### src/rtl/uart_pkg.sv
// Shared types for the UART transmit path: parity selection and TX FSM states.
package uart_pkg;

  typedef enum logic [1:0] {
    PARITY_NONE,
    PARITY_EVEN,
    PARITY_ODD
  } parity_e;

  typedef enum logic [2:0] {
    IDLE,
    START,
    DATA,
    PARITY,
    STOP
  } tx_state_e;

  // Turns the XOR reduction of the payload into the bit sent on the line.
  function automatic logic parity_bit(input logic data_xor, input parity_e mode);
    return (mode == PARITY_ODD) ? ~data_xor : data_xor;
  endfunction

endpackage

### src/rtl/sync_fifo.sv
// Single-clock FIFO; occupancy count distinguishes full from empty, pointers wrap naturally.
module sync_fifo #(
  parameter int unsigned width = 8,
  parameter int unsigned depth = 16
) (
  input  logic                         clock,
  input  logic                         reset,
  input  logic                         push,
  input  logic                         pop,
  input  logic [width-1:0]             wr_data,
  output logic [width-1:0]             rd_data,
  output logic [$clog2(depth+1)-1:0]   count,
  output logic                         full,
  output logic                         empty
);

  localparam int unsigned AW = $clog2(depth);
  localparam int unsigned CW = $clog2(depth + 1);

  logic [width-1:0] mem [depth];
  logic [AW-1:0]    wr_ptr;
  logic [AW-1:0]    rd_ptr;
  logic             do_push;
  logic             do_pop;

  assign full    = (count == CW'(depth));
  assign empty   = (count == '0);
  assign do_push = push && !full;
  assign do_pop  = pop && !empty;
  assign rd_data = mem[rd_ptr];

  // Storage write; contents are deliberately left unreset.
  always_ff @(posedge clock) begin
    if (do_push) begin
      mem[wr_ptr] <= wr_data;
    end
  end

  // Pointer and occupancy bookkeeping; simultaneous push and pop leaves count unchanged.
  always_ff @(posedge clock) begin
    if (reset) begin
      wr_ptr <= '0;
      rd_ptr <= '0;
      count  <= '0;
    end else begin
      if (do_push) begin
        wr_ptr <= wr_ptr + 1'b1;
      end
      if (do_pop) begin
        rd_ptr <= rd_ptr + 1'b1;
      end
      case ({do_push, do_pop})
        2'b10:   count <= count + 1'b1;
        2'b01:   count <= count - 1'b1;
        default: ;
      endcase
    end
  end

endmodule

### src/rtl/uart_tx_fifo.sv
// UART transmitter fed by a TX FIFO; frames run back-to-back while words are queued.
module uart_tx_fifo
  import uart_pkg::*;
#(
  parameter int unsigned clocks_per_bit = 20000,
  parameter int unsigned data_bits      = 8,
  parameter parity_e     parity_mode    = PARITY_NONE,
  parameter int unsigned stop_bits      = 1,
  parameter int unsigned fifo_depth     = 16
) (
  input  logic                                clock,
  input  logic                                reset,
  input  logic [data_bits-1:0]                i_data,
  input  logic                                i_valid,
  output logic                                o_ready,
  output logic                                o_serial,
  output logic                                o_busy,
  output logic [$clog2(fifo_depth+1)-1:0]     o_count
);

  localparam logic [15:0] BIT_LOAD   = 16'(clocks_per_bit - 1);
  localparam logic [3:0]  LAST_DATA  = 4'(data_bits - 1);
  localparam logic        STOP_LAST  = 1'(stop_bits - 1);
  localparam bit          HAS_PARITY = (parity_mode != PARITY_NONE);

  tx_state_e            state_q, state_d;
  logic                 serial_q, serial_d;
  logic [15:0]          timer_q, timer_d;
  logic [3:0]           bit_idx_q, bit_idx_d;
  logic                 stop_idx_q, stop_idx_d;
  logic [data_bits-1:0] shift_q, shift_d;
  logic                 parity_q, parity_d;

  logic                 fifo_push;
  logic                 fifo_pop;
  logic                 fifo_full;
  logic                 fifo_empty;
  logic [data_bits-1:0] fifo_head;
  logic                 bit_done;
  logic                 start_frame;

  assign o_ready   = !fifo_full;
  assign fifo_push = i_valid && o_ready;
  assign o_serial  = serial_q;
  assign o_busy    = (state_q != IDLE);
  assign bit_done  = (timer_q == '0);

  sync_fifo #(
    .width (data_bits),
    .depth (fifo_depth)
  ) u_fifo (
    .clock   (clock),
    .reset   (reset),
    .push    (fifo_push),
    .pop     (fifo_pop),
    .wr_data (i_data),
    .rd_data (fifo_head),
    .count   (o_count),
    .full    (fifo_full),
    .empty   (fifo_empty)
  );

  // FSM and datapath registers; reset aborts any frame and idles the line high.
  always_ff @(posedge clock) begin
    if (reset) begin
      state_q    <= IDLE;
      serial_q   <= 1'b1;
      timer_q    <= '0;
      bit_idx_q  <= '0;
      stop_idx_q <= 1'b0;
      shift_q    <= '0;
      parity_q   <= 1'b0;
    end else begin
      state_q    <= state_d;
      serial_q   <= serial_d;
      timer_q    <= timer_d;
      bit_idx_q  <= bit_idx_d;
      stop_idx_q <= stop_idx_d;
      shift_q    <= shift_d;
      parity_q   <= parity_d;
    end
  end

  // Next-state logic; serial_d is the line level for the state being entered,
  // so the registered output changes on the same edge as the state.
  always_comb begin
    state_d     = state_q;
    serial_d    = serial_q;
    timer_d     = timer_q;
    bit_idx_d   = bit_idx_q;
    stop_idx_d  = stop_idx_q;
    shift_d     = shift_q;
    parity_d    = parity_q;
    fifo_pop    = 1'b0;
    start_frame = 1'b0;

    if (state_q != IDLE && !bit_done) begin
      timer_d = timer_q - 1'b1;
    end

    case (state_q)
      IDLE: begin
        start_frame = !fifo_empty;
      end
      START: begin
        if (bit_done) begin
          state_d   = DATA;
          timer_d   = BIT_LOAD;
          bit_idx_d = '0;
          serial_d  = shift_q[0];
        end
      end
      DATA: begin
        if (bit_done) begin
          timer_d = BIT_LOAD;
          if (bit_idx_q == LAST_DATA) begin
            if (HAS_PARITY) begin
              state_d  = PARITY;
              serial_d = parity_q;
            end else begin
              state_d    = STOP;
              serial_d   = 1'b1;
              stop_idx_d = 1'b0;
            end
          end else begin
            bit_idx_d = bit_idx_q + 1'b1;
            shift_d   = shift_q >> 1;
            serial_d  = shift_q[1];
          end
        end
      end
      PARITY: begin
        if (bit_done) begin
          state_d    = STOP;
          serial_d   = 1'b1;
          timer_d    = BIT_LOAD;
          stop_idx_d = 1'b0;
        end
      end
      STOP: begin
        if (bit_done) begin
          if (stop_idx_q == STOP_LAST) begin
            if (!fifo_empty) begin
              start_frame = 1'b1;
            end else begin
              state_d = IDLE;
            end
          end else begin
            stop_idx_d = stop_idx_q + 1'b1;
            timer_d    = BIT_LOAD;
          end
        end
      end
      default: begin
        state_d  = IDLE;
        serial_d = 1'b1;
      end
    endcase

    // Shared by IDLE and the end of STOP so queued words follow with no idle gap.
    if (start_frame) begin
      fifo_pop = 1'b1;
      shift_d  = fifo_head;
      parity_d = parity_bit(^fifo_head, parity_mode);
      timer_d  = BIT_LOAD;
      state_d  = START;
      serial_d = 1'b0;
    end
  end

endmodule

### config.mk
export PLATFORM = sky130hd
export DESIGN_NAME = uart_tx_fifo
export DESIGN_NICKNAME = d
export VERILOG_FILES = /design/src/rtl/uart_pkg.sv /design/src/rtl/sync_fifo.sv /design/src/rtl/uart_tx_fifo.sv
export SDC_FILE = /design/constraint.sdc
export NUM_CORES = 1
export LEC_CHECK = 0
export ABC_CLOCK_PERIOD_IN_PS = 3300
export BUFFER_PORTS_ARGS = -buffer_cell sky130_fd_sc_hd__buf_2
export CORE_UTILIZATION = 55
export DETAILED_ROUTE_END_ITERATION = 8
export PLACE_DENSITY = 0.8
export SYNTH_ARGS = -nofsm -noshare
export SYNTH_HDL_FRONTEND = slang
export SYNTH_SLANG_ARGS = --single-unit
### constraint.sdc
create_clock -name clock -period 3.3 [get_ports clock]
set_clock_uncertainty 0.1 [all_clocks]
set_input_delay 0.66 -clock clock [delete_from_list [all_inputs] [get_ports clock]]
set_output_delay 0.66 -clock clock [all_outputs]
set_load 0.01 [all_outputs]
After elaboration in Yosys (flattened, before gate mapping)

Memories as Yosys holds them, arrays and structs flattened. A register that Yosys moved wholly into a read port is not among the register bits.
Cells that the tools add are included.
W data, S select, Z words.

Add/subtract/negate cells: 7
Eq/ne operators: 26
Multiplexer cells: 45
Bitwise logic cells: 1
Reductions and logical operators: 25

Operators by type and width:

| cell                    | number |
|---|---|
| $mux W16                | 4 |
| $mux W8                 | 4 |
| $pmux W16 S2            | 1 |
| $mux W3                 | 7 |
| $ne A3 B3 Y1 const B    | 7 |
| $mux W4                 | 5 |
| $ne A2 B2 Y1 const B    | 10 |
| $mux W1                 | 17 |
| $logic_not A16 Y1       | 1 |
| $reduce_and A8 Y1       | 2 |
| $sub A16 B1 Y16 const B | 1 |
| $mux W15                | 1 |
| $pmux W3 S5             | 1 |
| $add A4 B1 Y4 const B   | 3 |
| $pmux W5 S2             | 1 |
| $pmux W4 S2             | 1 |
| $reduce_and A4 Y1       | 2 |
| $reduce_bool A2 Y1      | 4 |
| $eq A3 B2 Y1 const B    | 2 |
| $reduce_bool A3 Y1      | 2 |
| $add A5 B1 Y5 const B   | 1 |
| $eq A5 B5 Y1 const B    | 1 |
| $logic_not A5 Y1        | 1 |
| $reduce_and A5 Y1       | 1 |
| other kinds (18)        | 24 |

Bits in registers: 46
RAM bits: 128
Bits of input ports: 11
Output and inout port bits: 8
Logic and storage cells: 116
Memories kept: 1

Memory list:

| memory     | words | bits a word | rd ports | clocked after memory_dff | wr ports | line            | source |
|---|---|---|---|---|---|---|---|
| u_fifo.mem | 16    | 8           | 1        | 1                        | 1        | sync_fifo.sv:20 | `logic [width-1:0] mem [depth];` |

Depth between registers and ports, before layout

Depth after elaboration: 9
Mapped depth: 15
Mapped depth without buffers: 14

Cells and area by module

A second synthesis with hierarchy kept.

Cell total of the unflattened synthesis: 526
Area total of the unflattened synthesis: 7868.8 µm²

By module, submodules not included:

| module       | instances | cells each | area each (µm²) | seq. area each (µm²) |
|---|---|---|---|---|
| sync_fifo    | 1         | 305        | 5974.5          | 4184.0 |
| uart_tx_fifo | 1         | 221        | 1894.3          | 640.6 |

Worst setup path after synthesis

OpenSTA, ideal clock, no wires.

Path type: register to register
From: register timer_q[5]
To: register u_fifo.count[4]
Library setup time: 0.128 ns
Arrival: 2.816 ns
Required time: 3.072 ns
Slack: 0.256 ns
Cell stages (with the launch flop): 15
Path buffers: 1
Period minus slack after synthesis: 3.044 ns
Cells stage by stage: dfxtp_1 -> nor4_4 -> nand3_4 -> o21ai_2 -> nand2_1 -> inv_1 -> ha_1 -> clkbuf_1 -> xor2_1 -> ha_1 -> and3b_1 -> o21ai_0 -> a31oi_1 -> xnor2_1 -> nor2_1

Word-level cells in the longest chain between the ends: 7
Elaborated cells between the ends (all ways): 9
Those cells by class: 2 x eq/ne; 4 x mux; 3 x reduce/logical

RTL lines:

| item                                              | line                | source |
|---|---|---|
| start, declared                                   | uart_tx_fifo.sv:28  | `logic [15:0] timer_q, timer_d;` |
| start signal, assigned                            | uart_tx_fifo.sv:76  | `timer_q <= timer_d;` |
| $logic_not A16 Y1 *                               | uart_tx_fifo.sv:46  | `assign bit_done = (timer_q == '0);` |
| $mux W1 *                                         | uart_tx_fifo.sv:141 | `if (bit_done) begin` |
| $pmux W1 S2 *                                     | uart_tx_fifo.sv:101 | `case (state_q)` |
| $mux W1 *                                         | uart_tx_fifo.sv:161 | `if (start_frame) begin` |
| $logic_and A1 B1 Y1 *                             | sync_fifo.sv:29     | `assign do_pop = pop && !empty;` |
| $eq A2 B1 Y1 or $eq A2 B2 Y1 (tied branches)      | sync_fifo.sv:52     | `case ({do_push, do_pop})` |
| $pmux W5 S2 or $reduce_bool A2 Y1 (tied branches) | --                  |  |
| end signal, assigned                              | sync_fifo.sv:53     | `2'b10: count <= count + 1'b1;` |
| end signal, assigned                              | sync_fifo.sv:54     | `2'b01: count <= count - 1'b1;` |
| end, declared                                     | sync_fifo.sv:12     | `output logic [$clog2(depth+1)-1:0] count,` |

Mark *: on every way between the ends. The rest lies on a longest branch, timed or not.
A chain may end at the register's enable or synchronous reset.

Final worst setup path

From: register timer_q[11]
To: register u_fifo.count[4]

Same word-level chain as after synthesis.

==> results.toml <==
[run_status]
status = "finished, final reports clean"

[global_routing]
grt_first_pass_wirelength_um = 24500
grt_use_total = 0.229
grt_max_degree = 46
grt_overflow_total = 0
antenna_found_initial = 0
grt_pass1_vias = 4640

[timing]
finalHoldViolations = 0
max_slew_margin = 0.366
max_freq_mhz = 337
rsz0062_at_grt = "no"
tns_ns = 0
period_needed_ns = 2.97
min_period_over_period = 0.900
post-route-worst-setup-slack_ns = 0.328
setup_viol = 0
tightest_slew_ns = 0.947
hold_ws_ns = 0.387
drv_slew = 0

[synthesis]
yosys.area_share.simple = 0.0943
synth_edf_count = 128
syn_avg_cell_area_um2 = 14.1
synth_top_area_cell = "edfxtp_1"
syn_inst = 539
yosys_warnings = 0
ys.flop_type = "edfxtp_1"
synth_top_family_by_area = "compound AO/OA/AOI/OAI gates"
synth_area_um2 = 7600
synth_xor_area_frac = 0.0138
synth-seq-cells = 177
ys_seq_area_frac = 0.635
synth_compound_area_frac = 0.111
yosysUniqueCellTypes = 64
syn_nets = 561
ys_top_cells_by_area = "edfxtp_1 (51%), dfxtp_1 (13%), mux4_2 (5.3%), mux2i_1 (4.3%), nor2_1 (1.9%)"
synth_top_area_share = 0.506
synthAdderAreaFrac = 0.0181
muxShareOfSynthArea = 0.104
async_flop_share = 0

[drt]
vias = 4807
routed_via_density = 6.34
drc = 0
drt-initial-drc-count = 441
ant_nets = 0
drtPass1Iterations = 5
wl_per_cell_um = 20.4
routed_wl_um = 15400

[worst_setup_path]
worstPathArrival_ns = 3.17
crit_type = "reg -> reg"
start_kind = "register"
crit_required_ns = 3.49
worstSetupEndpointType = "register"
reg2reg_depth = 13
timing.reg2reg.setup_slack_ns = 0.33
crit-reg2reg-launch = "timer_q[11]"
crit_start = "timer_q[11]"
r2r-end = "u_fifo.count[4]"
critical_path_peak_fanout = 9

[layout]
fin_area_um2 = 8580
layout_commonest_cell = "edfxtp_1"
fin_cells = 758
drive_gt1_frac = 0.186
fill_cells = 917
num_antenna_cells = 0
multiInputGateArea_um2 = 2610
layout.area.seq_um2 = 4830
areaGrowthSynthToFinish_pct = 12.8
most-common-layout-cells = "edfxtp_1 (128), dfxtp_1 (48), nor2_1 (38)"
num-nets-final = 591

[hold_path]
hold_path.class = "reg -> reg"
hold_depth = 2
min_from = "u_fifo.rd_ptr[3]"
min_to = "u_fifo.rd_ptr[3]"

[placed_design]
dp_hpwl_um = 10100
place_ws_ns = 0.143
gp_congestion = 0.818
place_area_um2 = 7940
io_buffers = 18
dp_cells = 725

[floorplanning]
placement_rows = 42
io_pins = 19
die_h_um = 120
core_area_um2 = 13300
start_util = 0.570
die_x_um = 120
die-area_um2 = 14300

[clock_tree]
clockBufferDepth = 2
clock_sinks = 177
cts_max_level = 4
cts_root_buffer = "clkbuf_16"
hold_buffers = 0
numCtsBuffers = 17
clk_latency_ns = 0.43
clkTransAtPathRegs_ns = 0.06
cts_tree = "done"

[power]
leakagePower_nw = 2.87
ir_worst_vdd_mv = 0.991
power_density_nw_per_um2 = 844

[job]
cap_viol_max_count = 0
==> metrics by stage <==
stage,util,power (W)
floorplan,-,0.00457
global placement,0.595,0.00504
detailed placement,0.595,0.00514
CTS,0.641,0.00722
global route,0.643,0.00758
finish,0.643,0.00724
==> state kept, by name, indices dropped and copies added (netlist names), named ones only <==
| name | flops |
|---|---|
| u_fifo.rd_ptr | 4 |
| u_fifo.wr_ptr | 4 |
| u_fifo.mem | 128 |
| o_serial | 1 |
| shift_q | 8 |
| state_q | 3 |
| timer_q | 16 |
| bit_idx_q | 4 |
| u_fifo.count | 5 |
==> metal layers <==
layer | up-vias | global-route usage | wire length, um
met5 | - | 0 | 0
met3 | 34 | 0.0466 | 908
li1 | 2194 | - | -
met4 | 0 | 0.116 | 520
met1 | 2393 | 0.298 | 6560
met2 | 186 | 0.368 | 7450
==> where the power goes <==
part	total, W	internal [W]	switching (W)
combinational	0.00235	0.000981	0.00137
clock	0.00209	0.00127	0.000820
sequential	0.00279	0.00259	0.000199
==> timing repair <==
item / 4_1_cts / 5_1_grt
endpoints found under the hold margin: 0 / 0
buffers inserted: 0 / 1
endpoints found under the setup margin: 0 / 2
resized for setup: 0 / 2
==> critical path, cell delays in order (launching register included) <==
cell     delay (ns)
dfxtp_1        0.36
nor4_4         0.39
nand3_4        0.18
o21ai_2        0.18
nand2_1        0.13
inv_1          0.24
ha_4           0.24
xor2_1         0.17
ha_1           0.21
and3b_1        0.16
o21ai_0        0.08
a31oi_1        0.22
xnor2_1        0.14
nor2_1         0.05
==> cells by family after synthesis <==
group                      Yosys count
DFF                                177
and+or+nand+nor                    125
AOI/OAI and AO/OA                  118
muxes                               56
buffers and inverters               40
xor gates and xnor gates            12
adders and majority gates           11
==> cell usage after synthesis, drive strengths merged (2+ instances only) <==
cell type,count
nand3,7
o21a,2
or2,3
a2bb2oi,2
or4,8
a221oi,15
nor2,38
and4,2
o2111ai,6
ha,11
nor3,16
nor4,3
or3,9
mux2i,33
edfxtp,128
a31oi,7
and3,2
mux2,5
xnor2,5
nand2,16
o31ai,9
nand3b,3
xor2,7
buf,18
a22oi,9
o211ai,4
inv,12
and2,2
a21oi,20
clkbuf,10
nand4,5
nor2b,4
nand2b,4
mux4,18
o21ai,20
o211a,5
a211oi,9
dfxtp,49
==> how the worst max path moves through the flow <==
stage                 endpoint  slack, ns  cells past startpoint
3_5_place_dp   u_fifo.count[4]       0.14                     13
4_1_cts        u_fifo.count[4]       0.13                     13
3_3_place_gp   u_fifo.count[4]       0.28                     13
5_1_grt        u_fifo.count[4]       0.06                     13
6_report       u_fifo.count[4]       0.33                     13
2_1_floorplan  u_fifo.count[4]       0.26                     14
==> area by class of cell <==
| cell class | instances | share of cell area |
|---|---|---|
| inverter | 12 | 0.00525 |
| clock inverter | 12 | 0.0210 |
| timing repair buffer | 39 | 0.0303 |
| sequential | 177 | 0.563 |
| multi-input combinational | 322 | 0.304 |
| tap | 176 | 0.0257 |
| clock buffer | 20 | 0.0509 |
Power figures use the tool's default switching activity.
